`config.mk`:
```
export PLATFORM = sky130hd
export DESIGN_NAME = wb_arbiter
export DESIGN_NICKNAME = d
export VERILOG_FILES = /design/src/rtl/rv_pkg.sv /design/src/rtl/wb_fifo.sv /design/src/rtl/wb_arbiter.sv
export SDC_FILE = /design/constraint.sdc
export NUM_CORES = 1
export LEC_CHECK = 0
export BUFFER_PORTS_ARGS = -buffer_cell sky130_fd_sc_hd__buf_2
export CORE_ASPECT_RATIO = 1.1
export CORE_MARGIN = 4
export CORE_UTILIZATION = 40
export DETAILED_ROUTE_END_ITERATION = 10
export GPL_TIMING_DRIVEN = 0
export PLACE_DENSITY_LB_ADDON = 0.05
export SYNTH_ARGS = -nofsm -noshare
export SYNTH_HDL_FRONTEND = slang
export SYNTH_SLANG_ARGS = --single-unit
```
`constraint.sdc`:
```
create_clock -name clk -period 3.55 [get_ports clk]
set_input_delay 0.355 -clock clk [delete_from_list [all_inputs] [get_ports clk]]
set_output_delay 0.355 -clock clk [all_outputs]
set_load 0.01 [all_outputs]
```
`src/rtl/rv_pkg.sv`:
```
// Shared constants for the write-back stage: data width, load funct3
// encodings, the hard-wired zero register and the arbitration winner type.
package rv_pkg;

    localparam int XLEN = 32;

    // Load funct3 encodings as they arrive from the load unit
    localparam logic [2:0] F3_LB  = 3'b000;
    localparam logic [2:0] F3_LH  = 3'b001;
    localparam logic [2:0] F3_LW  = 3'b010;
    localparam logic [2:0] F3_LBU = 3'b100;
    localparam logic [2:0] F3_LHU = 3'b101;

    // x0 is never written; results targeting it are consumed and dropped
    localparam logic [4:0] REG_X0 = 5'd0;

    // Width of the tag part of a buffered load entry (rd + funct3)
    localparam int LD_TAG_W = 5 + 3;

    // Which source owns the register-file write port this cycle
    typedef enum logic [1:0] {
        WIN_IDLE = 2'd0,
        WIN_ALU  = 2'd1,
        WIN_LD   = 2'd2
    } wb_win_e;

endpackage

```
`src/rtl/wb_fifo.sv`:
```
// Small synchronous FIFO for buffered load responses. Head entry is visible
// combinationally on dout so the consumer can act on it in the pop cycle.
// full/empty come from the registered occupancy count only.
module wb_fifo #(
    parameter int WIDTH = 40,
    parameter int DEPTH = 2
) (
    input  logic             clk,
    input  logic             rst,
    input  logic             push,
    input  logic             pop,
    input  logic [WIDTH-1:0] din,
    output logic [WIDTH-1:0] dout,
    output logic             full,
    output logic             empty
);

    localparam int PTR_W = (DEPTH > 1) ? $clog2(DEPTH) : 1;
    localparam int CNT_W = $clog2(DEPTH + 1);

    logic [WIDTH-1:0] mem [DEPTH];
    logic [PTR_W-1:0] wr_ptr_reg, wr_ptr_next;
    logic [PTR_W-1:0] rd_ptr_reg, rd_ptr_next;
    logic [CNT_W-1:0] count_reg, count_next;
    logic             do_push;
    logic             do_pop;

    assign full    = (count_reg == CNT_W'(DEPTH));
    assign empty   = (count_reg == '0);
    assign do_push = push && !full;
    assign do_pop  = pop && !empty;
    assign dout    = mem[rd_ptr_reg];

    // Storage write; contents need no reset because count gates visibility
    always_ff @(posedge clk) begin
        if (do_push) begin
            mem[wr_ptr_reg] <= din;
        end
    end

    // Next pointers and occupancy; pointers wrap naturally (DEPTH is 2^n)
    always_comb begin
        wr_ptr_next = wr_ptr_reg;
        rd_ptr_next = rd_ptr_reg;
        count_next  = count_reg;
        if (do_push) begin
            wr_ptr_next = wr_ptr_reg + PTR_W'(1);
        end
        if (do_pop) begin
            rd_ptr_next = rd_ptr_reg + PTR_W'(1);
        end
        case ({do_push, do_pop})
            2'b10:   count_next = count_reg + CNT_W'(1);
            2'b01:   count_next = count_reg - CNT_W'(1);
            default: count_next = count_reg;
        endcase
    end

    // Pointer and count registers
    always_ff @(posedge clk or posedge rst) begin
        if (rst) begin
            wr_ptr_reg <= '0;
            rd_ptr_reg <= '0;
            count_reg  <= '0;
        end else begin
            wr_ptr_reg <= wr_ptr_next;
            rd_ptr_reg <= rd_ptr_next;
            count_reg  <= count_next;
        end
    end

endmodule

```
`src/rtl/wb_arbiter.sv`:
```
// Write-back arbiter: sole owner of the register-file write port. ALU results
// normally win; buffered load responses take the port when the ALU is quiet or
// after STARVE_MAX consecutive losses. Loads are extended on their way out of
// the FIFO, and a per-register pending-load mask feeds the decode hazard check.
module wb_arbiter #(
    parameter int XLEN       = rv_pkg::XLEN,
    parameter int LD_DEPTH   = 2,
    parameter int STARVE_MAX = 3
) (
    input  logic            clk,
    input  logic            rst,
    input  logic            alu_valid,
    output logic            alu_ready,
    input  logic [4:0]      alu_rd,
    input  logic [XLEN-1:0] alu_data,
    input  logic            ld_valid,
    output logic            ld_ready,
    input  logic [4:0]      ld_rd,
    input  logic [2:0]      ld_funct3,
    input  logic [XLEN-1:0] ld_data,
    input  logic            iss_valid,
    input  logic [4:0]      iss_rd,
    output logic [31:0]     pend_mask,
    output logic            we3,
    output logic [4:0]      A3,
    output logic [XLEN-1:0] WD3
);

    import rv_pkg::*;

    localparam int ENT_W = LD_TAG_W + XLEN;
    localparam int SC_W  = (STARVE_MAX < 1) ? 1 : $clog2(STARVE_MAX + 1);

    // FIFO interface
    logic             fifo_push;
    logic             fifo_pop;
    logic             fifo_full;
    logic             fifo_empty;
    logic [ENT_W-1:0] fifo_din;
    logic [ENT_W-1:0] fifo_dout;

    // Decoded head entry
    logic [4:0]       head_rd;
    logic [2:0]       head_funct3;
    logic [XLEN-1:0]  head_data;
    logic [XLEN-1:0]  ld_ext;

    // Arbitration
    wb_win_e          win;
    logic             force_ld;
    logic [SC_W-1:0]  starve_cnt_reg, starve_cnt_next;

    // Output registers
    logic             we3_reg, we3_next;
    logic [4:0]       a3_reg, a3_next;
    logic [XLEN-1:0]  wd3_reg, wd3_next;

    assign fifo_din  = {ld_rd, ld_funct3, ld_data};
    assign {head_rd, head_funct3, head_data} = fifo_dout;

    // Ready depends only on registered occupancy, never on ld_valid
    assign ld_ready  = !fifo_full;
    assign fifo_push = ld_valid && ld_ready;

    assign force_ld  = !fifo_empty && (starve_cnt_reg == SC_W'(STARVE_MAX));
    assign alu_ready = !force_ld;

    wb_fifo #(
        .WIDTH (ENT_W),
        .DEPTH (LD_DEPTH)
    ) u_ld_fifo (
        .clk   (clk),
        .rst   (rst),
        .push  (fifo_push),
        .pop   (fifo_pop),
        .din   (fifo_din),
        .dout  (fifo_dout),
        .full  (fifo_full),
        .empty (fifo_empty)
    );

    // Pick one winner: ALU first (unless forced out), then the FIFO head
    always_comb begin
        win = WIN_IDLE;
        if (alu_valid && alu_ready) begin
            win = WIN_ALU;
        end else if (!fifo_empty) begin
            win = WIN_LD;
        end
    end

    assign fifo_pop = (win == WIN_LD);

    // Sign/zero-extend the head entry according to its load type
    always_comb begin
        ld_ext = head_data;
        case (head_funct3)
            F3_LB:   ld_ext = {{(XLEN-8){head_data[7]}},   head_data[7:0]};
            F3_LH:   ld_ext = {{(XLEN-16){head_data[15]}}, head_data[15:0]};
            F3_LBU:  ld_ext = {{(XLEN-8){1'b0}},           head_data[7:0]};
            F3_LHU:  ld_ext = {{(XLEN-16){1'b0}},          head_data[15:0]};
            F3_LW:   ld_ext = head_data;
            default: ld_ext = head_data;
        endcase
    end

    // Starvation counter: counts ALU wins over a waiting load, saturating
    always_comb begin
        starve_cnt_next = starve_cnt_reg;
        if (fifo_empty || fifo_pop) begin
            starve_cnt_next = '0;
        end else if ((win == WIN_ALU) && (starve_cnt_reg != SC_W'(STARVE_MAX))) begin
            starve_cnt_next = starve_cnt_reg + SC_W'(1);
        end
    end

    // Starvation counter register
    always_ff @(posedge clk or posedge rst) begin
        if (rst) begin
            starve_cnt_reg <= '0;
        end else begin
            starve_cnt_reg <= starve_cnt_next;
        end
    end

    // Next write-port values; address/data hold when nothing is written
    always_comb begin
        we3_next = 1'b0;
        a3_next  = a3_reg;
        wd3_next = wd3_reg;
        case (win)
            WIN_ALU: begin
                if (alu_rd != REG_X0) begin
                    we3_next = 1'b1;
                    a3_next  = alu_rd;
                    wd3_next = alu_data;
                end
            end
            WIN_LD: begin
                if (head_rd != REG_X0) begin
                    we3_next = 1'b1;
                    a3_next  = head_rd;
                    wd3_next = ld_ext;
                end
            end
            default: begin
                we3_next = 1'b0;
            end
        endcase
    end

    // Registered write port, one cycle after arbitration
    always_ff @(posedge clk or posedge rst) begin
        if (rst) begin
            we3_reg <= 1'b0;
            a3_reg  <= '0;
            wd3_reg <= '0;
        end else begin
            we3_reg <= we3_next;
            a3_reg  <= a3_next;
            wd3_reg <= wd3_next;
        end
    end

    assign we3 = we3_reg;
    assign A3  = a3_reg;
    assign WD3 = wd3_reg;

    // Pending-load mask: one flop per register, x0 tied low
    genvar gi;
    generate
        for (gi = 0; gi < 32; gi++) begin : g_pend
            if (gi == 0) begin : g_x0
                assign pend_mask[gi] = 1'b0;
            end else begin : g_xn
                logic pend_reg;
                logic set_hit;
                logic clr_hit;

                assign set_hit = iss_valid && (iss_rd == 5'(gi));
                assign clr_hit = fifo_pop && (head_rd == 5'(gi));

                // A new issue to the same register beats the pop of the older load
                always_ff @(posedge clk or posedge rst) begin
                    if (rst) begin
                        pend_reg <= 1'b0;
                    end else if (set_hit) begin
                        pend_reg <= 1'b1;
                    end else if (clr_hit) begin
                        pend_reg <= 1'b0;
                    end
                end

                assign pend_mask[gi] = pend_reg;
            end
        end
    endgenerate

endmodule

```
== Yosys cells after proc, flatten, opt, wreduce, memory -nomap -nowiden ==
Memories as Yosys holds them, arrays and structs flattened.
Cells that the tools add are included.
W data, S select, Z words.

* Add/sub/neg operators: 5
* $mul: 0
* Div/mod/pow operators: 0
* Magnitude comparators: 0
* Equality and inequality tests: 74
* Shifts and indexed selects: 0
* Mux-type cells: 79
* Bitwise logic cells: 0
* Reductions and logical operators: 111

{| class="wikitable"
|+ Operator list
! cell !! count
|-
| $eq A5 B5 Y1 const B || 32
|-
| $pmux W32 S4 || 1
|-
| $eq A5 B4 Y1 const B || 16
|-
| $logic_and A1 B1 Y1 || 68
|-
| $reduce_bool A2 Y1 || 34
|-
| $mux W1 || 66
|-
| $mux W32 || 2
|-
| $pmux W32 S2 || 1
|-
| $eq A5 B3 Y1 const B || 8
|-
| $eq A5 B2 Y1 const B || 4
|-
| $eq A5 B1 Y1 const B || 2
|-
| $mux W5 || 2
|-
| $pmux W5 S2 || 1
|-
| $reduce_bool A5 Y1 || 2
|-
| $eq A2 B2 Y1 const B || 4
|-
| $mux W2 || 4
|-
| $eq A3 B3 Y1 const B || 2
|-
| $add A2 B1 Y2 const B || 2
|-
| $eq A2 B1 Y1 const B || 2
|-
| $ne A2 B1 Y1 const B || 2
|-
| $pmux W2 S2 || 1
|-
| $eq A3 B1 Y1 const B || 1
|-
| $logic_not A1 Y1 || 3
|-
| $logic_not A3 Y1 || 1
|-
| 7 further kinds || 8
|}

* Bits in registers: 75
* Bits in latches: 0
* RAM bits: 80
* Bits in read-only memories: 0
* Input bits: 87
* Output and inout bits: 72
* Memories kept: 1

{| class="wikitable"
|+ Memories
! memory !! depth !! bits a word !! read ports !! clocked after Yosys merged registers in !! wr ports !! line !! RTL
|-
| u_ld_fifo.mem || 2 || 40 || 1 || 0 || 1 || wb_fifo.sv:21 || <nowiki>logic [WIDTH-1:0] mem [DEPTH];</nowiki>
|}

== Logic depth before layout (Yosys ltp) ==
* Word-level depth: 10
* Gate-level depth with buffers: 10

== By module ==
Synthesis repeated with hierarchy kept, for this count alone.

* Cell total of the unflattened synthesis: 486
* Area, all modules: 7008.0 um^2

{| class="wikitable"
|+ Modules (own cells, without submodules)
! module !! instances !! cells an instance !! area each (um^2) !! seq. area each (um^2)
|-
| wb_arbiter || 1 || 342 || 3717.3 || 1776.7
|-
| wb_fifo || 1 || 144 || 3290.7 || 2502.4
|}

== Worst setup path after synthesis ==
OpenSTA, ideal clock, no wires.

* Path type: register to register
* Start: reg u_ld_fifo.count_reg[0]
* End: mem u_ld_fifo.mem[0][0], enable pin
* Data arrival time: 2.412 ns
* Data required time: 3.113 ns
* Setup slack: 0.700 ns
* Cell stages (with the launch flop): 4
* Buffers on the path: 0
* Cells stage by stage: dfrtp_1 > nand2b_1 > nand2_1 > nor2_1

* Word-level cells in the longest chain between the ends: 6

{| class="wikitable"
|+ Ends and longest elaborated chain
! what !! line !! RTL
|-
| start: declaration || wb_fifo.sv:24 || <nowiki>logic [CNT_W-1:0] count_reg, count_next;</nowiki>
|-
| start signal: assignment || wb_fifo.sv:68 || <nowiki>count_reg <= count_next;</nowiki>
|-
| $eq A2 B2 Y1 * || wb_fifo.sv:28 || <nowiki>assign full = (count_reg == CNT_W'(DEPTH));</nowiki>
|-
| $logic_not A1 Y1 * || wb_arbiter.sv:62 || <nowiki>assign ld_ready = !fifo_full;</nowiki>
|-
| via ld_ready || wb_arbiter.sv:17 || <nowiki>output logic ld_ready,</nowiki>
|-
| $logic_and A1 B1 Y1 || wb_arbiter.sv:63 || <nowiki>assign fifo_push = ld_valid && ld_ready;</nowiki>
|-
| $logic_and A1 B1 Y1 * || wb_fifo.sv:30 || <nowiki>assign do_push = push && !full;</nowiki>
|-
| $mux W1 * || wb_fifo.sv:36 || <nowiki>if (do_push) begin</nowiki>
|-
| $mux W1 (not written as such) * || wb_fifo.sv:37 || <nowiki>mem[wr_ptr_reg] <= din;</nowiki>
|-
| end: declaration || wb_fifo.sv:21 ||
|}

Mark *: on every way through the listed nets, which the timed path passes. The rest lies on a longest branch.

== Worst setup path after layout ==
* Start: reg u_ld_fifo.count_reg[0]
* End: reg u_ld_fifo.count_reg[1]

* Word-level cells in the longest chain between the ends: 10

{| class="wikitable"
|+ Ends and longest elaborated chain
! what !! line !! RTL
|-
| $logic_not A2 Y1 * || wb_fifo.sv:29 || <nowiki>assign empty = (count_reg == '0);</nowiki>
|-
| $logic_not A1 Y1 || wb_fifo.sv:31, wb_arbiter.sv:65 ||
|-
| $logic_and A1 B1 Y1 || wb_arbiter.sv:65 || <nowiki>assign force_ld = !fifo_empty && (starve_cnt_reg == SC_W'(STARVE_MAX));</nowiki>
|-
| $logic_not A1 Y1 || wb_arbiter.sv:66 || <nowiki>assign alu_ready = !force_ld;</nowiki>
|-
| $logic_and A1 B1 Y1 || wb_arbiter.sv:85 || <nowiki>if (alu_valid && alu_ready) begin</nowiki>
|-
| $mux W2 || wb_arbiter.sv:85 ||
|-
| $eq A2 B2 Y1 || wb_arbiter.sv:92 || <nowiki>assign fifo_pop = (win == WIN_LD);</nowiki>
|-
| $logic_and A1 B1 Y1 * || wb_fifo.sv:31 || <nowiki>assign do_pop = pop && !empty;</nowiki>
|-
| via u_ld_fifo.do_pop || wb_fifo.sv:26 || <nowiki>logic do_pop;</nowiki>
|-
| $eq A2 B1 Y1 or $eq A2 B2 Y1 (tied branches) || wb_fifo.sv:52 || <nowiki>case ({do_push, do_pop})</nowiki>
|-
| $pmux W2 S2 or $reduce_bool A2 Y1 (tied branches) || - ||
|}

Marks and branches as above.
A chain may end at the register's enable or synchronous reset.

==> qor.csv <==
metric,value,unit
Remaining DRCs,0,
first-pass GRT wire length,26.03,mm
Crit-path slowest cell,clkbuf_1,
CP max FO,10,
adder-cell share of the synthesized area,0.3862,%
# nets final,792,
final worst-path cycle share,67.14,%
Resized Gates After CTS,0,
critical path's largest stage delay,0.48,ns
vias in the first global route,4796,
Post-DRT Antenna Nets,0,
Hold/Removal Path Class,in2reg,
share of cells above drive strength 1,34.78,%
core area,15800,um^2
RSZ-0062 raised after global routing,no,
WL met1,7.062,mm
syn nets,612,
H-tree levels,4,
Psw,2.478,mW
clock slew seen by the registers of the worst setup and hold paths,0.06,ns
Setup TNS Final,0,ns
latest clock arrival within the worst-skew pair,0.42,ns
Worst VDD drop,366.9,uV
Num CTS Buffers,17,
top-area cell type share of the netlist area,37.07,%
Post-DP HPWL,12.39,mm
Synth Area in Compound Gates,16.14,%
Post-synth ARST share,48.39,%
Seq cells post-synth,155,
Combinational Power Share,36.0,%
chip height,141.5,um
total wire length,17.02,mm
main combinational cell family by area after synthesis,compound AO/OA/AOI/OAI gates,
GRT overflow,0,
clock share of power,24.4,%
Sink Count,155,
Rows,48,
die footprint,18300,um^2
CP Capture Type,register,
Met2 Wirelength,8.485,mm
sequential power share,39.7,%
first drt pass iteration count,4,
DR vias,4770,
ys flop type,edfxtp_1,
final instance area,8187,um^2
Final min period,2.384,ns
Detail Route met3 WL,1.219,mm
cells after synthesis,523,
worst endpoint required time,3.89,ns
post-synthesis simple-gate area fraction,7.781,%
setup bufs post-CTS,0,
initial antenna violation count,1,
Startpoint Class,register,
Final Slew Violations,0,
Layout Utilization,51.83,%
Post-synth EDFFs,80,
PortBufs,157,
# setup viols final,0,
routed len/inst,18.58,um
Iteration-0 DRC Markers,290,
final hold violations,0,
top routing layer used,met5,
post-synth top area cell,edfxtp_1,
Final Skew,0.006520,ns
GPL Wtd Cong,0.8607,
drt via density,5.207,
post-synth cell types,48,
cell-internal power,4.743,mW
Switching Share,34.32,%
CTS tree,built,
fmax,419.5,MHz
yosys warns,0,
total track usage,18.85,%
cell with the most instances after synthesis,edfxtp_1,
Die Width,129.4,um
Post-synth top cells,"edfxtp_1, dfrtp_1, o21ai_0, nand2_1, buf_4",
max reg flops,80,
area of the mapped netlist,6480,um^2
worst slew pin tran,0.7212,ns
main area contributors after synthesis,"edfxtp_1, dfrtp_1, o21ai_0",
Avg Inst Size Synth,12.39,um^2
Layout area overhead,26.34,%
Ports,159,
"critical path, cell by cell",nor2_1 -> or2_1 -> clkbuf_1 -> inv_2 -> clkbuf_1 -> ha_1 -> nor2_1 -> xor2_1,
mux cell area share after synthesis,3.128,%
Rel. slew slack,51.74,%
max cap viols,0,
critical path class,reg2reg,
Initial Utilization,41.03,%
status,"finished, final reports clean",
Root Driver,clkbuf_16,
sequential area share after synthesis,66.04,%
CP arrival,2.72,ns
Clock Path Buffers,2,
Pleak,3.457,nW
pwr/cell area,882.1,nW/um^2
DP Area,7595,um^2
pin count of the biggest net entering global routing,60,
diode count,0,
xor/xnor share of the synthesized area,0.6758,%
## worst paths after layout
path | startpoint | to | slack [ns] | cells after the start
worst max-delay path | u_ld_fifo.count_reg[0] | u_ld_fifo.count_reg[1] | 1.17 | 8
worst min-delay path | ld_data[19] | u_ld_fifo.mem[1][19] | 0.12 | 1
worst max register to register | u_ld_fifo.count_reg[0] | u_ld_fifo.count_reg[1] | 1.17 | 8
worst min register to register | starve_cnt_reg[0] | starve_cnt_reg[0] | 0.46 | 1
max in group asynchronous | rst | WD3[11] | 2.53 | 4
min in group asynchronous | rst | WD3[16] | 0.43 | 3
## power groups by stage
stage | Sequential, mW | Combinational, mW | Clock [mW]
finish | 2.86 | 2.60 | 1.76
global route | 2.94 | 2.88 | 1.88
CTS | 2.87 | 2.65 | 1.80
detailed placement | 2.90 | 2.64 | 0
global placement | 2.89 | 2.54 | 0
floorplan | 2.94 | 1.56 | 0
## routing by layer
metal  vias to the layer above  global-route usage, %
met5                         -                      0
met4                         2                  6.081
met3                        17                  5.271
met2                       159                  31.30
met1                      2316                  23.87
li1                       2276                      -
## cells in the final DEF, fill, tap and decap left out, types with 7 or more instances in the layout
cell and count:
edfxtp_1 80, nand2b_1 7, clkbuf_16 19, mux2i_1 18, a21oi_1 16, a221o_1 16, nand2_1 51, o21ai_1 33
buf_2 172, a211oi_1 9, clkbuf_1 7, buf_4 34, nor2_1 15, o21ai_0 65, o22ai_1 17, dfrtp_1 75
## logic make-up (layout without fill, tap and decap cells)
| logic type | after synthesis | after routing |
|---|---|---|
| AO/OA/AOI/OAI | 171 | 171 |
| flip-flops | 155 | 155 |
| AND/OR/NAND/NOR | 108 | 108 |
| buffers and inverters | 61 | 254 |
| multiplexers | 20 | 20 |
| XOR/XNOR | 5 | 5 |
| adder cells (fa/ha/maj) | 2 | 2 |
| other | 1 | 1 |
## through the flow
step                instances  worst slack, ns  hold slack, ns  power (mW)
finish                    916            1.166          0.1231       7.221
global route              916           0.9932          0.1016       7.700
CTS                       916            1.204          0.1065       7.316
detailed placement        883            1.184          0.3154       5.535
global placement          880          -0.4684          0.4259       5.434
floorplan                 523           0.7002          0.4159       4.503
## critical path: cells and delay by family, from the launching register on
kind | cells | cell delay, ns
and+or+nand+nor | 3 | 0.51
buffers and inverters | 3 | 0.83
DFF | 1 | 0.43
xor gates and xnor gates | 1 | 0.16
adders and majority gates | 1 | 0.36
## what timing repair did
action | CTS | global route
hold buffers | 1 | 0
setup endpoints to repair | 0 | 0
endpoints found under the hold margin | 16 | 0
## cell type report
class                      count  area [um^2]
clock buffer                  22        496.7
timing repair buffer         161        863.3
sequential                   155         4279
multi-input combinational    307         1834
inverter                       5        21.27
fill                        1464         7609
tap                          200        250.2
buffer                        56        356.6
clock inverter                10        85.08
Note: power is estimated with default switching activity, not from simulation.
